`src/rtl/serial_add_sub_if.sv`:
```
// Bus bundle for serial_add_sub: operation request, operands, status and result.
// The ovf signal exists only when SERIAL_ADD_SUB_OVF_EN is defined.
interface serial_add_sub_if #(
  parameter int WIDTH = 16
);
  logic             start;
  logic [WIDTH-1:0] a;
  logic [WIDTH-1:0] b;
  logic             mode;
  logic             cin;
  logic             busy;
  logic             done;
  logic [WIDTH-1:0] result;
  logic             cout;
`ifdef SERIAL_ADD_SUB_OVF_EN
  logic             ovf;
`endif

  // Requester side: drives the operation, observes status and result.
  modport master (
    output start, a, b, mode, cin,
`ifdef SERIAL_ADD_SUB_OVF_EN
    input  ovf,
`endif
    input  busy, done, result, cout
  );

  // Adder side: receives the operation, produces status and result.
  modport slave (
    input  start, a, b, mode, cin,
`ifdef SERIAL_ADD_SUB_OVF_EN
    output ovf,
`endif
    output busy, done, result, cout
  );
endinterface

```
`src/rtl/serial_add_sub.sv`:
```
// serial_add_sub: bit-serial adder/subtractor, one bit per clock, LSB first.
// Accepting start in IDLE captures the operands and runs WIDTH SHIFT cycles,
// then a single DONE cycle pulses done with result/cout valid. Subtraction is
// a + ~b + ~cin, so cout=1 means "no borrow".
// Optional feature: define SERIAL_ADD_SUB_OVF_EN to add the signed-overflow
// output ovf (carry into MSB XOR carry out of MSB), held like cout.
module serial_add_sub #(
  parameter int WIDTH = 16
) (
  input logic             clk,
  input logic             rst_n,
  serial_add_sub_if.slave bus
);

  localparam int CNT_W = $clog2(WIDTH);
  localparam logic [CNT_W-1:0] LAST_BIT = CNT_W'(WIDTH - 1);

  typedef enum logic [1:0] {
    IDLE  = 2'd0,
    SHIFT = 2'd1,
    DONE  = 2'd2
  } state_t;

  state_t           state_q;
  state_t           state_d;
  logic             accept;
  logic             last_bit;

  logic [WIDTH-1:0] a_q;
  logic [WIDTH-1:0] b_q;
  logic             mode_q;
  logic [CNT_W-1:0] cnt_q;
  logic             carry_q;

  logic [WIDTH-1:0] result_q;
  logic             cout_q;
`ifdef SERIAL_ADD_SUB_OVF_EN
  logic             ovf_q;
`endif

  logic             a_bit;
  logic             b_bit;
  logic             sum_bit;
  logic             carry_nxt;

  // State register; reset aborts any operation in flight.
  always_ff @(posedge clk or negedge rst_n) begin
    if (!rst_n) begin
      state_q <= IDLE;
    end else begin
      state_q <= state_d;
    end
  end

  // Next-state logic; start is only honoured in IDLE.
  always_comb begin
    state_d  = state_q;
    accept   = 1'b0;
    last_bit = 1'b0;
    case (state_q)
      IDLE: begin
        if (bus.start) begin
          accept  = 1'b1;
          state_d = SHIFT;
        end
      end
      SHIFT: begin
        if (cnt_q == LAST_BIT) begin
          last_bit = 1'b1;
          state_d  = DONE;
        end
      end
      DONE: begin
        state_d = IDLE;
      end
      default: begin
        state_d = IDLE;
      end
    endcase
  end

  // One full-adder slice; subtraction inverts the b bit.
  always_comb begin
    a_bit     = a_q[cnt_q];
    b_bit     = b_q[cnt_q] ^ mode_q;
    sum_bit   = a_bit ^ b_bit ^ carry_q;
    carry_nxt = (a_bit & b_bit) | (a_bit & carry_q) | (b_bit & carry_q);
  end

  // Operand capture on acceptance; held untouched for the whole operation.
  always_ff @(posedge clk or negedge rst_n) begin
    if (!rst_n) begin
      a_q    <= '0;
      b_q    <= '0;
      mode_q <= 1'b0;
    end else if (accept) begin
      a_q    <= bus.a;
      b_q    <= bus.b;
      mode_q <= bus.mode;
    end
  end

  // Bit counter and running carry; carry seeds with cin (add) or ~cin (sub).
  always_ff @(posedge clk or negedge rst_n) begin
    if (!rst_n) begin
      cnt_q   <= '0;
      carry_q <= 1'b0;
    end else if (accept) begin
      cnt_q   <= '0;
      carry_q <= bus.cin ^ bus.mode;
    end else if (state_q == SHIFT) begin
      cnt_q   <= cnt_q + CNT_W'(1);
      carry_q <= carry_nxt;
    end
  end

  // Result shift register fills from the top so bit i lands at result[i]
  // after WIDTH shifts; cout (and ovf) load on the final bit only.
  always_ff @(posedge clk or negedge rst_n) begin
    if (!rst_n) begin
      result_q <= '0;
      cout_q   <= 1'b0;
`ifdef SERIAL_ADD_SUB_OVF_EN
      ovf_q    <= 1'b0;
`endif
    end else if (state_q == SHIFT) begin
      result_q <= {sum_bit, result_q[WIDTH-1:1]};
      if (last_bit) begin
        cout_q <= carry_nxt;
`ifdef SERIAL_ADD_SUB_OVF_EN
        ovf_q  <= carry_q ^ carry_nxt;
`endif
      end
    end
  end

  assign bus.busy   = (state_q == SHIFT);
  assign bus.done   = (state_q == DONE);
  assign bus.result = result_q;
  assign bus.cout   = cout_q;
`ifdef SERIAL_ADD_SUB_OVF_EN
  assign bus.ovf    = ovf_q;
`endif

endmodule

```
`src/flat_wrapper.sv`:
```
// flat-port wrapper written by rule: the top's interface ports become plain ports
module serial_add_sub_flat 
#(
  parameter int WIDTH = 16
)
  (clk, rst_n, bus_start, bus_a, bus_b, bus_mode, bus_cin, bus_busy, bus_done, bus_result, bus_cout);
  serial_add_sub_if #(.WIDTH(WIDTH)) bus_i ();
  input logic clk;
  input logic rst_n;
  input wire logic [$bits(bus_i.start)-1:0] bus_start;
  input wire logic [$bits(bus_i.a)-1:0] bus_a;
  input wire logic [$bits(bus_i.b)-1:0] bus_b;
  input wire logic [$bits(bus_i.mode)-1:0] bus_mode;
  input wire logic [$bits(bus_i.cin)-1:0] bus_cin;
  output wire logic [$bits(bus_i.busy)-1:0] bus_busy;
  output wire logic [$bits(bus_i.done)-1:0] bus_done;
  output wire logic [$bits(bus_i.result)-1:0] bus_result;
  output wire logic [$bits(bus_i.cout)-1:0] bus_cout;
  assign bus_i.start = bus_start;
  assign bus_i.a = bus_a;
  assign bus_i.b = bus_b;
  assign bus_i.mode = bus_mode;
  assign bus_i.cin = bus_cin;
  assign bus_busy = bus_i.busy;
  assign bus_done = bus_i.done;
  assign bus_result = bus_i.result;
  assign bus_cout = bus_i.cout;
  serial_add_sub #(.WIDTH(WIDTH)) u_core (.clk(clk), .rst_n(rst_n), .bus(bus_i));
endmodule
```
`config.mk`:
```
export PLATFORM = sky130hd
export DESIGN_NAME = serial_add_sub_flat
export DESIGN_NICKNAME = d
export VERILOG_FILES = /design/src/rtl/serial_add_sub_if.sv /design/src/rtl/serial_add_sub.sv /design/src/flat_wrapper.sv
export SDC_FILE = /design/constraint.sdc
export NUM_CORES = 1
export LEC_CHECK = 0
export ABC_AREA = 0
export CORE_MARGIN = 5
export CORE_UTILIZATION = 56
export CTS_BUF_LIST = sky130_fd_sc_hd__clkbuf_8
export CTS_CLUSTER_SIZE = 24
export DETAILED_ROUTE_END_ITERATION = 16
export GPL_ROUTABILITY_DRIVEN = 1
export HOLD_SLACK_MARGIN = 0.12
export PLACE_DENSITY = 0.88
export REMOVE_ABC_BUFFERS = 1
export SLEW_MARGIN = 20
export SYNTH_ARGS = -nofsm -noshare
export SYNTH_HDL_FRONTEND = slang
export SYNTH_SLANG_ARGS = --single-unit
```
`constraint.sdc`:
```
create_clock -name clk -period 5.6 [get_ports clk]
set_input_delay 0.56 -clock clk [delete_from_list [all_inputs] [get_ports clk]]
set_output_delay 0.56 -clock clk [all_outputs]
set_load 0.02 [all_outputs]
```
==> qor.csv <==
metric,value,unit
Final HPWL DP,3260,um
VDD IR-drop max,0.000302,V
layout cells sized above 1,9.35,%
CTS tree,done,
top-count cell post-synth,dfrtp_1,
fraction of registers with async set/reset,100,%
FMAX,0.334,GHz
wire length per cell,15.4,um
Die Ht,76.6,um
cell count after placement,285,
width of the die,76.6,um
ys flop type,dfrtp_1,
Initial Utilization,57.5,%
Post-Route Setup TNS,0,ns
fin worst setup slack,2.60,ns
Relative slew margins,49.7,%
Crit. End Element,output pin,
design area,3220,um2
unrepaired setup endpoints after global routing,false,
crit share post-route,53.5,%
post-layout power,1.80,mW
data arrival time of the worst path,2.44,ns
GPL Wtd Cong,0.895,
final WL,4600,um
Worst-Margin Slew,0.754,ns
H-tree levels,3,
crit-path cells,nand2b_1 > inv_2 > clkdlybuf4s50_1,
Synth Register Bits,57,
Core Box Area,4320,um2
status,"complete, no violations",
post-synth top area cell,dfrtp_1,
CP bufs+invs,2,
PwrDens,560,nW/um2
CP Launch Type,register,
CP max FO,23,
worst skew pair latency,0.33,ns
worst r2r path cells,5,
Clock Path Buffers,2,
Hold Crit Class,in2async,
# Post-CTS Setup Buffers,0,
"Slew Viols, Final",0,
CP required,5.04,ns
synthesized area per cell,13.5,um2
final-layout fill cell count,291,
initial DRC count,78,
Die ar.,5870,um2
Layout area overhead,29.6,%
post-synth cell types,32,
max capacitance violation total,0,
clock root buffer,clkbuf_8,
Worst path top cell family by delay,buffers and inverters,
fin nets,283,
# port buffers,55,
top cell type's share of synthesized area,57.4,%
Post-Synthesis Cell Area,2490,um2
worst slack at placement,2.93,ns
Total GRT Usage,16.5,%
drt pass-1 iters,4,
synth warn,0,
gr ovfl total,0,
Fin. Hold Viols,0,
fin util,74.5,%
initial antenna violation count,0,
"top cells by area, synth","dfrtp_1, mux2_1, mux4_1",
Placed Instance Area,3070,um2
post-synthesis sequential area ratio,57.4,%
DRC Markers,0,
Static Leak,1.45,nW
"antenna viol nets, final",0,
Vias,1619,
synth cell count leaders,"dfrtp_1, nand2_1, mux2_1",
non-filler instance count after layout,298,
"Slowest-stage cell, CP",clkdlybuf4s50_1,
number of synthesized flops with an enable pin,0,
io pins,56,
WP depth,3,
antenna cells,0,
final worst path period need,3.00,ns
CTS resizes,0,
Final Skew,0.00661,ns
vias per cell,5.43,
pin count of the biggest net entering global routing,58,
Mapped Cells,184,
CTS Hold Bufs,0,
CTS clock-pin slew for the worst setup and hold paths,0.06,ns
Setup CP Type,reg2out,
CTS Buf Count,9,
Hold Worst Slack,0.368,ns
vias in the first global route,1674,
# setup viols final,0,
cell row count,24,
Clock Sinks,57,
biggest cell delay along the critical path,0.68,ns
first-pass GRT wire length,7640,um
==> cell type report <==
type,count,area (um2),share of cell area (%)
clock buffers,10,138,4.27
flip-flops and latches,57,1430,44.3
repair buffers,57,561,17.4
multi-input cells,116,1010,31.3
well taps,52,65.1,2.02
inverters,3,11.3,0.349
clock inverters,3,12.5,0.388
==> report_power, final <==
part           leakage [nW]  total, mW  internal, mW  switching [mW]
clock network        0.0865      0.303         0.161           0.142
registers             0.694      0.765         0.614           0.152
logic                 0.665      0.736         0.412           0.324
total                  1.45       1.80          1.19           0.618
==> cell usage in the layout, fill, tap and decap left out, types with 2 or more instances in the layout <==
master / Yosys / routed
xnor2_1: 2 / 2
mux2_1: 28 / 28
nand2b_1: 2 / 2
nand2_1: 47 / 47
clkbuf_8: 0 / 10
mux2_2: 5 / 5
mux4_1: 8 / 8
inv_1: 2 / 4
nand3b_1: 2 / 2
buf_4: 1 / 2
o21ai_0: 5 / 5
dfrtp_1: 57 / 57
clkdlybuf4s50_1: 0 / 54
mux4_2: 2 / 2
==> cell families after synthesis <==
group	count (synthesis)	share of synthesized area, %
xor gates and xnor gates	2	0.705
muxes	44	25.6
DFF	57	57.4
adders and majority gates	2	1.31
AOI/OAI and AO/OA	12	3.17
and+or+nand+nor	56	9.56
buffers and inverters	11	2.26
==> worst paths after layout <==
path | endpoint | slack (ns) | startpoint
min in group clk | u_core.bus.result[0] | 0.47 | u_core.bus.result[0]
max in group asynchronous | u_core.bus.result[2] | 4.76 | rst_n
worst max-delay path | bus_busy | 2.60 | u_core.state_q[1]
worst max register to register | u_core.bus.cout | 2.93 | u_core.cnt_q[0]
worst min-delay path | u_core.bus.result[10] | 0.37 | rst_n
worst min register to register | u_core.bus.result[0] | 0.47 | u_core.bus.result[0]
==> metal layers <==
| metal | vias to the layer above | wire, um | share of wire (%) | track usage, % |
|---|---|---|---|---|
| met4 | 0 | 120 | 2.6 | 9.27 |
| met2 | 61 | 2140 | 46 | 25.7 |
| li1 | 762 | - | - | - |
| met5 | - | 0 | 0 | 0 |
| met3 | 13 | 358 | 7.8 | 4.96 |
| met1 | 783 | 1980 | 43 | 20.4 |
==> registers in the layout, indices dropped and copies added, names as in the netlist <==
signal	cells
u_core.a_q	16
u_core.b_q	16
u_core.bus.cout	1
u_core.bus.result	16
u_core.carry_q	1
u_core.cnt_q	4
u_core.mode_q	1
u_core.state_q	2
Power figures use the tool's default switching activity.
